<file path="config.mk">
export PLATFORM = sky130hd
export DESIGN_NAME = mem_access_stage
export DESIGN_NICKNAME = d
export VERILOG_FILES = /design/src/rtl/mem_access_stage.sv
export SDC_FILE = /design/constraint.sdc
export NUM_CORES = 2
export LEC_CHECK = 0
export BUFFER_PORTS_ARGS = -buffer_cell sky130_fd_sc_hd__buf_2
export CORE_UTILIZATION = 55
export CTS_CLUSTER_DIAMETER = 50
export DETAILED_ROUTE_END_ITERATION = 8
export GPL_ROUTABILITY_DRIVEN = 0
export HOLD_SLACK_MARGIN = 0.1
export PLACE_DENSITY = 0.75
export SETUP_SLACK_MARGIN = 0.2
export SYNTH_ARGS = -nofsm -noshare
export SYNTH_HDL_FRONTEND = slang
export SYNTH_SLANG_ARGS = --single-unit
</file>
<file path="constraint.sdc">
create_clock -name clk -period 7.8 [get_ports clk]
set_input_delay 1.56 -clock clk [delete_from_list [all_inputs] [get_ports clk]]
set_output_delay 1.56 -clock clk [all_outputs]
set_load 0.01 [all_outputs]
</file>
<file path="src/rtl/mem_access_stage.sv">
// Memory-access pipeline stage: consumes the EX/MEM bundle, performs the data-RAM
// access with a fixed multi-cycle latency, and holds the MEM/WB pipeline register.
// StallM holds the upstream stages while a load or store is still in flight.
module mem_access_stage #(
    parameter int unsigned size      = 31,
    parameter int unsigned ADDR_BITS = 6,
    parameter int unsigned MEM_LAT   = 2
) (
    input  logic            clk,
    input  logic            rst_n,
    input  logic            RegWriteM,
    input  logic            MemtoRegM,
    input  logic            MemWriteM,
    input  logic [size:0]   ALUOutM,
    input  logic [size:0]   WriteDataM,
    input  logic [4:0]      WriteRegM,
    output logic            StallM,
    output logic            RegWriteW,
    output logic            MemtoRegW,
    output logic [size:0]   ReadDataW,
    output logic [size:0]   ALUOutW,
    output logic [4:0]      WriteRegW,
    output logic [size:0]   ResultW
);

    localparam int unsigned Depth   = 2 ** ADDR_BITS;
    localparam logic [3:0]  LastCnt = 4'(MEM_LAT - 1);

    typedef enum logic [0:0] {
        StIdle,
        StAccess
    } state_e;

    state_e               state_q, state_d;
    logic [3:0]           cnt_q, cnt_d;
    logic                 mem_op;
    logic                 is_store;
    logic                 is_load;
    logic                 load_w;
    logic                 retire;
    logic [ADDR_BITS-1:0] word_addr;
    logic [size:0]        ram [Depth];

    // A load+store combination behaves as a store.
    assign mem_op    = MemtoRegM | MemWriteM;
    assign is_store  = MemWriteM;
    assign is_load   = MemtoRegM & ~MemWriteM;
    // Byte offset and bits above the RAM depth are dropped, so addresses wrap.
    assign word_addr = ALUOutM[ADDR_BITS+1:2];

    // Next state, stall request and W-register load decision
    always_comb begin
        state_d = state_q;
        cnt_d   = cnt_q;
        StallM  = 1'b0;
        load_w  = 1'b0;
        unique case (state_q)
            StIdle: begin
                if (mem_op && (MEM_LAT > 1)) begin
                    StallM  = 1'b1;
                    state_d = StAccess;
                    cnt_d   = 4'd1;
                end else begin
                    load_w = 1'b1;
                end
            end
            StAccess: begin
                if (cnt_q < LastCnt) begin
                    StallM = 1'b1;
                    cnt_d  = cnt_q + 4'd1;
                end else begin
                    load_w  = 1'b1;
                    state_d = StIdle;
                    cnt_d   = 4'd0;
                end
            end
            default: begin
                state_d = StIdle;
                cnt_d   = 4'd0;
            end
        endcase
        // Nothing is in flight while reset is held.
        if (!rst_n) begin
            StallM = 1'b0;
        end
    end

    // The single edge on which a memory op takes effect.
    assign retire = load_w & mem_op;

    // FSM state and latency counter
    always_ff @(posedge clk or negedge rst_n) begin
        if (!rst_n) begin
            state_q <= StIdle;
            cnt_q   <= 4'd0;
        end else begin
            state_q <= state_d;
            cnt_q   <= cnt_d;
        end
    end

    // Data RAM: a store commits only on its retire edge, never during stalls
    always_ff @(posedge clk) begin
        if (rst_n && retire && is_store) begin
            ram[word_addr] <= WriteDataM;
        end
    end

    // MEM/WB register: bundle on retire or ALU op, bubble while stalling
    always_ff @(posedge clk or negedge rst_n) begin
        if (!rst_n) begin
            RegWriteW <= 1'b0;
            MemtoRegW <= 1'b0;
            ReadDataW <= '0;
            ALUOutW   <= '0;
            WriteRegW <= 5'd0;
        end else if (load_w) begin
            RegWriteW <= RegWriteM;
            MemtoRegW <= MemtoRegM;
            ALUOutW   <= ALUOutM;
            WriteRegW <= WriteRegM;
            // Read sees the pre-write contents of this edge.
            if (retire && is_load) begin
                ReadDataW <= ram[word_addr];
            end
        end else begin
            RegWriteW <= 1'b0;
            MemtoRegW <= 1'b0;
        end
    end

    assign ResultW = MemtoRegW ? ReadDataW : ALUOutW;

endmodule

</file>
# == Word-level counts from Yosys, hierarchy flattened ==
# Memories as Yosys holds them, arrays and structs flattened. A register that Yosys moved wholly into a read port is not among the register bits.
# Index checks and enable logic that the tools add are counted.
# word_totals
output_inout_bits,104
ram_bits,2048
regBits,44
wordCells,35
memories,1
input_bits,74
# classes
reduce_logical,5
mux,15
n_addsub,1
bitwise_logic,5
eq_ne,1
order_cmp,1
# mem_list
memory,depth,width,read_ports,rd_ports_with_merged_regs,write_ports,line_no,text
ram,64,32,1,1,1,42,logic [size:0] ram [Depth];
# ops
operator,count
32-bit 2-to-1 mux,1
1-bit 2-to-1 mux,9
4-bit 2-to-1 mux,2
4-bit case mux with 2 select lines,1
4-bit by 1-bit adder with 4-bit output (second input constant),1
4-bit by 1-bit less-than comparator with 1-bit output (second input constant),1
1-bit case mux with 2 select lines,2
1-bit logical AND,3
1-bit bitwise AND,2
2-bit inequality test (second input constant),1
1-bit NOT,2
2-bit AND reduction,1
1-bit logical NOT,1
1-bit bitwise OR,1

# == Depth between registers and ports, before layout ==
# depth
depth_word,8
mapped_depth,12
ltp_nobuf,8

# == Worst setup path after synthesis ==
# Ideal clock, no wire load.
# synth_path
path_type,input port to flip-flop
start,input port ALUOutM[7]
end,"memory ram[34][0] (netlist bit), enable pin"
path_slack_ns,2.478
t_required_ns,7.339
setup_time_ns,0.461
n_path_buf,3
arrival_time_ns,4.861
stages,6
cell_sequence,clkbuf_1 -> and2_1 -> clkbuf_1 -> clkbuf_1 -> nand2_1 -> nor3_1
# synth_rtl
element,line_no,text
start: declaration,14,"input logic [size:0] ALUOutM,"
end: declaration,42,
# Straight into the memory's write port.

==> key figures <==
Power and ir drop
  • Total leakage power: 29.5 nW
  • Sw frac: 24.1%
  • Pint: 18.9 mW
  • Clock network fraction of design power: 38.2%
  • Sw power: 5.98 mW
  • Comb pwr share: 9.0%
  • Maximum vdd ir drop: 248 µV
  • Reg power frac: 52.9%
  • Power per cell area: 271 mW/mm²

Placed design
  • IO Port Bufs: 177
  • Hpwl dp: 138,000 µm
  • Pre-CTS setup slack: 2.51 ns

Die
  • Core box area: 0.146 mm²
  • Initial core utilization: 55.6%
  • # IOs: 178
  • Die height: 387 µm
  • # rows: 140
  • Die footprint: 0.150 mm²
  • Die X: 387 µm

Logic synthesis
  • Post-Synth Simple-Gate Area: 2.06%
  • Post-synth EDFFs: 2,048
  • Synth Flop Type: edfxtp_1
  • Fraction of the mapped netlist area in adder cells: 0.0307%
  • Distinct cells, synth: 58
  • Post-Syn Area: 0.0814 mm²
  • Mapped Cells: 4,165
  • Mux contribution to synthesized area: 11.6%
  • Synthesized area per cell: 19.5 µm²
  • Post-synth top area share: 75.6%
  • Post-Synth XOR/XNOR Area: 0%
  • Compound-Gate Fraction of Synth Area: 6.64%
  • Main combinational cell family by area after synthesis: multiplexers
  • Top cells by area, synth: edfxtp_1, mux4_2, mux2i_1
  • Number of synthesis warnings: 0
  • Sequential area share after synthesis: 77.9%
  • Synth area leader: edfxtp_1
  • Seq cells post-synth: 2,124
  • Async set or reset register ratio after synthesis: 3.58%
  • Syn_nets: 4,241

STA
  • Setup TNS: 0 ns
  • Max Freq: 0.215 GHz
  • Period utilization: 59.6%
  • Final Skew: 0.0329 ns
  • Rel. slew slack: 3.00%
  • Crit path time final: 4.65 ns
  • Max Slew Vio Count: 0
  • Measured slew at the worst slew-check pin: 1.45 ns
  • Final hold violation count: 0
  • Endpoints failing setup: 0
  • RSZ-0062 raised after global routing: false
  • Worst setup margin: 3.15 ns
  • Hold slack: 0.492 ns

Drt
  • Vias: 46,487
  • Drt drc: 1
  • Vias/cell: 7.12
  • Avg WL per Cell: 37.0 µm
  • First-pass iteration count of the detailed router: 8
  • WL final: 241,000 µm
  • Antenna Violating Nets Remaining: 0
  • DRT iter0 DRCs: 8,678

Setup path
  • CP required: 8.51 ns
  • CP endpoint kind: flop
  • WP data arrival: 5.36 ns
  • Worst setup SP type: primary input
  • Worst-path fanout max: 61
  • Crit path kind: primary input to flop

Clocking
  • CTS tree: built
  • Hold-fix buffer count after cts: 0
  • Setup bufs post-CTS: 0
  • Clk slew on worst S/H paths: 0.06 ns
  • CTS resizes: 0
  • Root Driver: clkbuf_16
  • CTS Buf Count: 200
  • CTS Buffer Depth: 3
  • Worst-Skew Late Latency: 0.84 ns
  • CTS H-tree lvls: 4
  • Sink Count: 2,124

Global route
  • Initial antenna violation count: 24
  • Grt total ovfl: 0
  • Vias in the first global route: 44,529
  • Largest net degree at the start of global routing: 110
  • First-pass GRT wire length: 336,000 µm
  • Overall routing resource usage: 32.0%

Final layout
  • Area Overhead vs Synth: 12.5%
  • NumNets Final: 4,511
  • Most frequent cells in the layout: edfxtp_1, mux2i_1, mux4_2
  • Layout cells sized above 1: 23.5%
  • Most common cell after layout, fill and taps aside: edfxtp_1

Outcome
  • Failing checks: DRC
  • Status: complete, but fails checks

Job
  • Max-cap violations: 0

Hold path
  • Min-Delay Path Class: flop to flop
-- cells in the mapped netlist (10+ instances only) --
cell type  number
a21oi_1        72
a221o_1        18
a221oi_1      203
a22o_1         12
a22oi_1       108
a31oi_1        14
and3_1         10
buf_1          20
buf_2         102
buf_4          25
buf_6          19
clkbuf_1      108
dfrtp_1        76
edfxtp_1     2048
mux2_2        133
mux2i_1       272
mux4_2        232
nand2_1        78
nand3_1        27
nand4_1        17
nor2_1        198
nor3_1         13
o2111ai_1      10
o211ai_1       15
o21ai_0       126
o22a_1         15
o22ai_1        73
o2bb2ai_1      11
o32a_1         24
-- sequential cells by signal (all words and copies together) (netlist names) --
register,cells
ram,2048
ALUOutW,32
ReadDataW,32
WriteRegW,5
cnt_q,4
MemtoRegW,1
RegWriteW,1
state_q,1
-- path summary, 6_finish.rpt --
check                           slack [ns]            end  cells after the start  startpoint
worst max register to register        3.35      ram[4][5]                      8    cnt_q[1]
min in group asynchronous             0.69    ALUOutW[26]                      1       rst_n
worst min register to register        0.49       cnt_q[2]                      1    cnt_q[2]
max in group asynchronous             5.52      MemtoRegW                      2       rst_n
worst min-delay path                  0.49       cnt_q[2]                      1    cnt_q[2]
worst max-delay path                  3.15  ReadDataW[20]                      9  ALUOutM[3]
-- metal layers --
metal	up-vias	global-route usage, %	wire length, µm
met2	4280	46.6	106000
met3	744	11.9	39400
met4	22	12.7	10900
met5	-	0	138
li1	17880	-	-
met1	23561	44.0	84600
-- metrics by stage --
stage | util [%] | power [mW] | instance area, µm² | instances
2_1_floorplan | - | 14.3 | 81400 | 4165
3_3_place_gp | 58.3 | 15.5 | 85200 | 6149
3_5_place_dp | 58.3 | 15.5 | 85200 | 6149
4_1_cts | 62.6 | 24.8 | 91500 | 6522
5_1_grt | 62.6 | 25.3 | 91600 | 6523
6_report | 62.6 | 24.8 | 91600 | 6526
-- final cells by class --
cell class / instances / area (µm²)
Antenna cell: 3 / 7.51
Fill cell: 9640 / 54700
Multi-Input combinational cell: 1762 / 17100
Clock buffer: 259 / 5360
Clock inverter: 114 / 948
Sequential cell: 2124 / 63400
Inverter: 5 / 26.3
Tap cell: 1917 / 2400
Timing Repair Buffer: 342 / 2270
-- power groups by stage --
stage / clock, mW / combinational (mW) / sequential (mW)
floorplan: 0 / 1.10 / 13.2
global placement: 0 / 2.13 / 13.3
detailed placement: 0 / 2.17 / 13.3
CTS: 9.47 / 2.18 / 13.1
global route: 9.90 / 2.31 / 13.1
finish: 9.48 / 2.23 / 13.1
-- cell families (layout without fill, tap and decap cells) --
kind of cell               count (synthesis)  count (layout)
buffers and inverters                    279             720
adders and majority gates                  2               2
muxes                                    639             639
other                                      0               3
DFF                                     2124            2124
AOI/OAI and AO/OA                        739             739
and+or+nand+nor                          382             382
-- worst max-delay path, stage by stage --
cell and delay [ns]:
buf_8 0.15, buf_12 0.21, inv_4 0.38, buf_4 0.64
nor2_1 0.11, buf_4 0.24, a221oi_1 1.17, o2111ai_1 0.26
o32a_1 0.35
Note: power is estimated with default switching activity, not from simulation.
